**config.mk**
```make
export PLATFORM = sky130hd
export DESIGN_NAME = feature_blob_extractor
export DESIGN_NICKNAME = d
export VERILOG_FILES = /design/src/rtl/feature_blob_extractor.sv
export SDC_FILE = /design/constraint.sdc
export NUM_CORES = 1
export LEC_CHECK = 0
export ABC_AREA = 1
export CAP_MARGIN = 25
export CORE_MARGIN = 5
export CORE_UTILIZATION = 60
export CTS_CLUSTER_DIAMETER = 50
export CTS_CLUSTER_SIZE = 12
export DETAILED_ROUTE_END_ITERATION = 7
export GPL_ROUTABILITY_DRIVEN = 0
export PLACE_DENSITY = 0.86
export SYNTH_ARGS = -nofsm -noshare
export SYNTH_HDL_FRONTEND = slang
export SYNTH_SLANG_ARGS = --single-unit
```
**constraint.sdc**
```tcl
create_clock -name pixelClock -period 2.9 [get_ports pixelClock]
set_clock_uncertainty 0.2 [all_clocks]
set_input_delay 0.58 -clock pixelClock [delete_from_list [all_inputs] [get_ports pixelClock]]
set_output_delay 0.58 -clock pixelClock [all_outputs]
set_load 0.1 [all_outputs]
```
**src/rtl/feature_blob_extractor.sv**
```systemverilog
// Groups lit runs of a 1-bit pixel stream into bounding-box blobs and emits one box per blob
// when it closes; re-times cameraVsync so the frame-end marker trails the frame's last feature.
module feature_blob_extractor #(
  parameter int NUM_BITS_X = 4,
  parameter int NUM_BITS_Y = 4,
  parameter int MAX_BLOBS  = 4
) (
  input  logic                                pixelClock,
  input  logic                                nReset,
  input  logic                                cameraHref,
  input  logic                                pixelValid,
  input  logic                                pixelBinary,
  input  logic                                cameraVsync,
  output logic                                featureValid,
  output logic [2*(NUM_BITS_X+NUM_BITS_Y)-1:0] featureVector,
  output logic                                cameraVsyncOut,
  output logic                                overflow
);
  localparam int FW = 2*(NUM_BITS_X+NUM_BITS_Y);
  localparam logic [NUM_BITS_X-1:0] X_MAX = '1;
  localparam logic [NUM_BITS_Y-1:0] Y_MAX = '1;

  typedef enum logic [1:0] {IDLE, DRAIN, FLUSH} state_t;

  logic href_p0, pvld_p0, pix_p0, vsync_p0, href_p1, vsync_p1;
  logic pix_ok, lit, href_fall, vsync_rise, end_run;
  logic [NUM_BITS_X-1:0] x, rs, re, rs_p1, re_p1;
  logic [NUM_BITS_Y-1:0] y, ry_p1;
  logic in_run, close_p1, line_end_p1, frame_end_p1;

  state_t state, state_n;
  logic [MAX_BLOBS-1:0] valid, pending, touched, valid_n, pending_n, touched_n;
  logic [NUM_BITS_X-1:0] xmin [MAX_BLOBS];
  logic [NUM_BITS_X-1:0] xmax [MAX_BLOBS];
  logic [NUM_BITS_Y-1:0] ymin [MAX_BLOBS];
  logic [NUM_BITS_Y-1:0] ymax [MAX_BLOBS];
  logic [NUM_BITS_X-1:0] xmin_n [MAX_BLOBS];
  logic [NUM_BITS_X-1:0] xmax_n [MAX_BLOBS];
  logic [NUM_BITS_Y-1:0] ymin_n [MAX_BLOBS];
  logic [NUM_BITS_Y-1:0] ymax_n [MAX_BLOBS];
  logic emit, found, drop, flush_done;
  logic [FW-1:0] emit_vec;

  // Stage p0: input registers and edge-detect history
  always_ff @(posedge pixelClock or negedge nReset) begin
    if (!nReset) begin
      href_p0  <= 1'b0;
      pvld_p0  <= 1'b0;
      vsync_p0 <= 1'b0;
      href_p1  <= 1'b0;
      vsync_p1 <= 1'b0;
    end else begin
      href_p0  <= cameraHref;
      pvld_p0  <= pixelValid;
      vsync_p0 <= cameraVsync;
      href_p1  <= href_p0;
      vsync_p1 <= vsync_p0;
    end
  end

  always_ff @(posedge pixelClock) pix_p0 <= pixelBinary;

  // Stage p1: coordinate counters and run detection
  assign pix_ok     = href_p0 & pvld_p0;
  assign lit        = pix_ok & pix_p0 & (x != X_MAX) & (y != Y_MAX);
  assign href_fall  = href_p1 & ~href_p0;
  assign vsync_rise = vsync_p0 & ~vsync_p1;
  assign end_run    = in_run & ((pix_ok & ~lit) | href_fall | vsync_rise);

  always_ff @(posedge pixelClock or negedge nReset) begin
    if (!nReset) begin
      x            <= '0;
      y            <= '0;
      in_run       <= 1'b0;
      close_p1     <= 1'b0;
      line_end_p1  <= 1'b0;
      frame_end_p1 <= 1'b0;
    end else begin
      if (!href_p0) x <= '0;
      else if (pvld_p0 && x != X_MAX) x <= x + 1'b1;
      if (vsync_rise) y <= '0;
      else if (href_fall && y != Y_MAX) y <= y + 1'b1;
      if (lit) in_run <= 1'b1;
      else if (end_run) in_run <= 1'b0;
      close_p1     <= end_run;
      line_end_p1  <= href_fall;
      frame_end_p1 <= vsync_rise;
    end
  end

  always_ff @(posedge pixelClock) begin
    if (lit && !in_run) rs <= x;
    if (lit) re <= x;
    rs_p1 <= rs;
    re_p1 <= re;
    ry_p1 <= y;
  end

  // Stage p2: slot merge/allocate, pending marking, emission and sequencing
  always_comb begin
    valid_n    = valid;
    pending_n  = pending;
    touched_n  = touched;
    xmin_n     = xmin;
    xmax_n     = xmax;
    ymin_n     = ymin;
    ymax_n     = ymax;
    emit       = 1'b0;
    emit_vec   = '0;
    found      = 1'b0;
    drop       = 1'b0;
    flush_done = 1'b0;
    state_n    = state;

    if (state != IDLE) begin
      for (int i = 0; i < MAX_BLOBS; i++) begin
        if (pending[i] && !emit) begin
          emit         = 1'b1;
          emit_vec     = {xmin[i], ymin[i], xmax[i], ymax[i]};
          valid_n[i]   = 1'b0;
          pending_n[i] = 1'b0;
        end
      end
    end

    if (close_p1) begin
      for (int i = 0; i < MAX_BLOBS; i++) begin
        if (!found && valid[i] && !pending[i] && rs_p1 <= xmax[i] && re_p1 >= xmin[i]) begin
          found = 1'b1;
          if (rs_p1 < xmin[i]) xmin_n[i] = rs_p1;
          if (re_p1 > xmax[i]) xmax_n[i] = re_p1;
          ymax_n[i]    = ry_p1;
          touched_n[i] = 1'b1;
        end
      end
      for (int i = 0; i < MAX_BLOBS; i++) begin
        if (!found && !valid[i]) begin
          found        = 1'b1;
          valid_n[i]   = 1'b1;
          pending_n[i] = 1'b0;
          touched_n[i] = 1'b1;
          xmin_n[i]    = rs_p1;
          xmax_n[i]    = re_p1;
          ymin_n[i]    = ry_p1;
          ymax_n[i]    = ry_p1;
        end
      end
      drop = !found;
    end

    // Merges from the run closing on this same edge must count as touches first.
    if (line_end_p1) pending_n = pending_n | (valid_n & ~touched_n);
    if (frame_end_p1) pending_n = pending_n | valid_n;
    if (line_end_p1 || frame_end_p1) touched_n = '0;

    unique case (state)
      IDLE: begin
        if (frame_end_p1) state_n = FLUSH;
        else if (line_end_p1) state_n = DRAIN;
      end
      DRAIN: begin
        if (frame_end_p1) state_n = FLUSH;
        else if (!line_end_p1 && pending == '0) state_n = IDLE;
      end
      FLUSH: begin
        if (!frame_end_p1 && !line_end_p1 && pending == '0) begin
          state_n    = IDLE;
          flush_done = 1'b1;
        end
      end
      default: state_n = IDLE;
    endcase
  end

  always_ff @(posedge pixelClock or negedge nReset) begin
    if (!nReset) begin
      state          <= IDLE;
      valid          <= '0;
      pending        <= '0;
      touched        <= '0;
      featureValid   <= 1'b0;
      featureVector  <= '0;
      cameraVsyncOut <= 1'b0;
      overflow       <= 1'b0;
    end else begin
      state        <= state_n;
      valid        <= valid_n;
      pending      <= pending_n;
      touched      <= touched_n;
      featureValid <= emit;
      if (emit) featureVector <= emit_vec;
      if (!vsync_p0) cameraVsyncOut <= 1'b0;
      else if (flush_done) cameraVsyncOut <= 1'b1;
      if (flush_done && vsync_p0) overflow <= 1'b0;
      else if (drop) overflow <= 1'b1;
    end
  end

  always_ff @(posedge pixelClock) begin
    xmin <= xmin_n;
    xmax <= xmax_n;
    ymin <= ymin_n;
    ymax <= ymax_n;
  end

endmodule

```
=== Yosys cells after proc, flatten, opt, wreduce, memory -nomap -nowiden ===
Index checks and enable logic that the tools add are counted.

* Register bits after elaboration: 135
* Logic and storage cells: 283
* Input bits: 6

* Mux-type cells: 111
* Bitwise logic cells: 17
* Reductions and logical operators: 87
* Equal/unequal tests: 9
* Order comparisons: 16
* Add/sub/neg operators: 2

{| class="wikitable"
|+ Operator list
! operator !! count
|-
| $mux W4 || 44
|-
| $mux W16 || 5
|-
| $mux W1 || 56
|-
| $reduce_bool A2 Y1 || 16
|-
| $logic_and A1 B1 Y1 || 29
|-
| $reduce_and A3 Y1 || 9
|-
| $logic_not A1 Y1 || 22
|-
| $ge A4 B4 Y1 || 4
|-
| $gt A4 B4 Y1 || 4
|-
| $le A4 B4 Y1 || 4
|-
| $lt A4 B4 Y1 || 4
|-
| $reduce_and A2 Y1 || 8
|-
| $mux W2 || 5
|-
| $add A4 B1 Y4 const B || 2
|-
| $and A1 B1 Y1 || 8
|-
| $ne A4 B4 Y1 const B || 2
|-
| $or A4 B4 Y4 || 2
|-
| $ne A3 B3 Y1 const B || 2
|-
| $pmux W2 S3 || 1
|-
| $and A4 B4 Y4 || 1
|-
| $logic_not A4 Y1 || 1
|-
| $ne A2 B1 Y1 const B || 2
|-
| $not A4 Y4 || 1
|-
| $not A1 Y1 || 3
|-
| 6 further kinds || 7
|}

=== Longest topological paths before layout ===
* Word-level depth: 49
* Mapped depth: 16

=== Worst setup path before layout ===
No wires, ideal clock.

* Path type: flip-flop to flip-flop
* Start point: reg re_p1[3]
* End point: reg xmax[0] (netlist bit) (enable)
* Arrival time: 1.814 ns
* Path buffers: 0
* Stages on the path, launching flop included: 11
* Slack: 0.524 ns
* Setup time: 0.361 ns
* Clock period less this slack: 2.376 ns
* Required time: 2.339 ns
* Cells stage by stage: dfxtp_1 > ha_1 > nand2_1 > inv_1 > nand2_1 > nand3_1 > nand3_2 > nand2_1 > nor2_2 > nand2_1 > o21ai_0

* Cells in the longest elaborated chain, start to end: 41
* Elaborated cells on any way between the ends: 46
* Those cells by class: order compare (5); mux (14); reduce/logical (27)

{| class="wikitable"
|+ Ends and longest elaborated chain
! what !! RTL line !! source
|-
| start: declaration || 27 || <nowiki>logic [NUM_BITS_X-1:0] x, rs, re, rs_p1, re_p1;</nowiki>
|-
| start signal: assignment || 95 || <nowiki>re_p1 <= re;</nowiki>
|-
| $ge A4 B4 Y1 || 128 || <nowiki>if (!found && valid[i] && !pending[i] && rs_p1 <= xmax[i] && re_p1 >= xmin[i]) begin</nowiki>
|-
| $logic_and A1 B1 Y1 || 128 ||
|-
| $mux W1 || 128 ||
|-
| $mux W1 || 126 || <nowiki>if (close_p1) begin</nowiki>
|-
| $logic_not A1 Y1 || 128 ||
|-
| $logic_and A1 B1 Y1 (4 in a row) || 128 ||
|-
| $mux W1 || 128 ||
|-
| $mux W1 || 126 ||
|-
| (+22 left out) || - ||
|-
| $logic_not A1 Y1 || 137 || <nowiki>if (!found && !valid[i]) begin</nowiki>
|-
| $logic_and A1 B1 Y1 || 137 ||
|-
| $mux W1 || 137 ||
|-
| $mux W1 || 126 ||
|-
| $logic_not A1 Y1 || 137 ||
|-
| $logic_and A1 B1 Y1 || 137 ||
|-
| $reduce_bool A2 Y1 (no source line) || - ||
|-
| $reduce_and A3 Y1 (no source line) (*) || - ||
|-
| end signal: assignment || 201 || <nowiki>xmax <= xmax_n;</nowiki>
|-
| end: declaration || 34 || <nowiki>logic [NUM_BITS_X-1:0] xmax [MAX_BLOBS];</nowiki>
|}

Mark *: on every way between the ends. The rest lies on a longest branch, timed or not. The select of a mux whose other input is x is not followed.
A chain may end at the register's enable or synchronous reset.

=== Final worst setup path ===
* Start point: reg re_p1[1]
* End point: reg xmax[14] (netlist bit) (enable)

* Cells in the longest elaborated chain, start to end: 29
* Elaborated cells on any way between the ends: 34
* Those cells by class: order compare (5); mux (8); reduce/logical (21)

{| class="wikitable"
|+ Ends and longest elaborated chain
! what !! RTL line
|-
| $ge A4 B4 Y1 || 128
|-
| $logic_and A1 B1 Y1 || 128
|-
| $mux W1 || 128
|-
| $mux W1 || 126
|-
| $logic_not A1 Y1 || 128
|-
| $logic_and A1 B1 Y1 (4 in a row) || 128
|-
| $mux W1 || 128
|-
| $mux W1 || 126
|-
| (+7 left out) || -
|-
| $logic_not A1 Y1 || 128
|-
| $logic_and A1 B1 Y1 (4 in a row) || 128
|-
| $mux W1 || 128
|-
| $mux W1 || 126
|-
| $logic_not A1 Y1 || 137
|-
| $logic_and A1 B1 Y1 || 137
|-
| $reduce_bool A2 Y1 (no source line) || -
|-
| $reduce_and A3 Y1 (no source line) (*) || -
|}

Marks and branches as above.

==> qor.txt <==
CTS tree: done
Post-synth top flop: edfxtp_1
Origin of the critical flop-to-flop path: re_p1[1]
Ant diodes: 0
Crit start category: flip-flop
Cell area power density: 962 nW/µm²
Final Net Count: 757
Max_slew headroom: 51.8%
Post-synthesis async set-or-reset flop share: 37.0%
First DRT Iteration DRCs: 562
CTS root buf: clkbuf_8
Setup TNS: 0 ns
DRC viols: 0
Post-DP Area: 7010 µm²
Worst-margin pin slew: 0.723 ns
Commonest cells in the netlist: 121 x nand2_1, 100 x inv_1, 72 x edfxtp_1, 62 x ha_1, 50 x dfrtp_1
Initial antenna violation count: 0
RR Endpoint: xmax[14]
Rows: 38
Sinks on the clock net: 135
I/O Pins: 25
Total gr overflow: 0
Setup Crit Path Kind: reg -> reg
Top cell type's share of synthesized area: 33.1%
Layout cells sized above 1: 14.0%
Worst-path clk slew: 0.06 ns
Setup slack, reg-to-reg: 0.19 ns
Worst Setup EP: xmax[14]
Via-to-Cell Ratio: 6.05
Final setup fails: 0
Pins Over Slew Limit: 0
TritonRoute pass-1 iters: 7
Area leader, netlist: edfxtp_1
Top cells by area, synth: edfxtp_1 33%, dfrtp_1 19%, ha_1 12%
MaxCap Viol Count: 0
Cts repair resizes: 0
Post-synth EDFFs: 72
Worst path arrival time: 2.75 ns
Register area share after synthesis: 56.3%
Die extent in y: 114 µm
Synth Register Bits: 135
Area growth from synthesis to layout: 16.0%
Largest net degree at the start of global routing: 26
Avg Inst Size Synth: 10.3 µm²
Core area: 10700 µm²
Worst Path Required: 2.94 ns
WL/cell: 19.1 µm
Via Count: 5094
Hold depth: 0
Clock tree buffer depth: 2
F_max: 370 MHz
Mapped Area: 6530 µm²
Most common cell in the netlist: nand2_1
IO buf count: 24
Crit path capture type: flip-flop
Syn_nets: 700
Final period utilization: 93.3%
HPWL Detailed: 11000 µm
Initial Util: 60.8%
Design Area, Final: 7570 µm²
H-tree lvl count: 4
Unrepaired setup endpoints after global routing: false
First-pass GRT wire length: 26200 µm
Yosys warnings: 0
Critical Path Fanout Max: 8
Final Critical Period: 2.71 ns
Chip width: 114 µm
Die Footprint: 13100 µm²
Static Leakage: 3.60 nW
Routed wire length: 16100 µm
Antenna Nets Post-Route: 0
Post-synthesis cell count: 632
Vias in the first global route: 5330
R2R depth: 11
GRT Total Usage: 26.1%
Clock latency at the later pin of the worst-skew pair: 0.52 ns
Final hold viol count: 0
Worst setup path startpoint: re_p1[1]
Peak supply drop: 0.978 mV
Power Total: 7.28 mW
Hold crit path type: reg -> reg
Cell variety after synth: 40
Status: complete, no violations
Num CTS Buffers: 17
==> flip-flops by register name, summed over array words and instances (netlist names), 16 cells and up <==
name           count
xmin              16
ymin              16
ymax              16
xmax              16
featureVector     16
==> kinds of logic (layout without fill, tap and decap cells) <==
logic type / count (synthesis) / after routing / share of synthesized area [%]
adders and majority gates: 62 / 62 / 11.9
and+or+nand+nor: 215 / 215 / 15.3
buffers and inverters: 114 / 184 / 6.71
AOI/OAI and AO/OA: 104 / 104 / 9.52
DFF: 135 / 135 / 56.3
muxes: 2 / 2 / 0.345
==> routing by layer <==
layer,wire (µm),up-vias,GRT usage [%]
li1,-,2272,-
met1,5860,2384,31.0
met2,7730,330,43.3
met3,1540,108,5.71
met4,977,0,16.4
met5,0,-,0
==> worst max-delay path, stage by stage (launching register included) <==
cell and delay [ns]:
dfxtp_1 0.57, ha_1 0.33, nand2_1 0.08, nand2_1 0.05, nand2_1 0.07, nand3_1 0.08
nand3_1 0.14, nand2_1 0.13, nor2_2 0.16, nand3_2 0.25, o21ai_0 0.18, buf_4 0.17
==> layout make-up <==
cell class / count / area [µm²]
fillers: 711 / 3170
inverters: 105 / 394
well taps: 140 / 175
clock buffers: 21 / 459
flip-flops and latches: 135 / 3670
repair buffers: 47 / 363
clock inverters: 11 / 88.8
multi-input cells: 383 / 2420
==> repair_timing <==
action / in CTS / in global routing
endpoints found under the hold margin: 8 / 0
hold buffers: 1 / 0
setup buffers: 0 / 0
==> cells in the final DEF, fill, tap and decap left out, drive strengths merged, types with 11 or more instances in the layout <==
cell,instances
dfrtp,50
clkbuf,21
o21ai,29
a31oi,11
inv,109
nand3,32
ha,62
nand2,123
dfxtp,13
nor2,49
a21oi,34
buf,42
edfxtp,72
==> per-stage QoR <==
stage	std cells	util, %	hold WS, ns	setup slack [ns]
2_1_floorplan	632	-	0.0844	0.524
3_3_place_gp	809	65.3	0.127	0.381
3_5_place_dp	809	65.3	0.127	0.340
4_1_cts	842	70.5	0.143	0.267
5_1_grt	842	70.5	0.152	0.0690
6_report	842	70.5	0.141	0.195
==> power by group <==
part	switching [mW]	internal, mW	leakage (nW)
clock	0.828	1.13	0.268
sequential	0.238	2.38	1.40
combinational	2.02	0.686	1.94
total	3.09	4.20	3.60
==> how the worst min path moves through the flow <==
stage	to	slack [ns]	startpoint
2_1_floorplan	cameraVsyncOut	0.08	nReset
3_3_place_gp	rs_p1[1]	0.13	rs[1]
3_5_place_dp	rs_p1[0]	0.13	rs[0]
4_1_cts	re_p1[1]	0.14	re[1]
5_1_grt	rs_p1[0]	0.15	rs[0]
6_report	re_p1[1]	0.14	re[1]
Note: power is estimated with default switching activity, not from simulation.
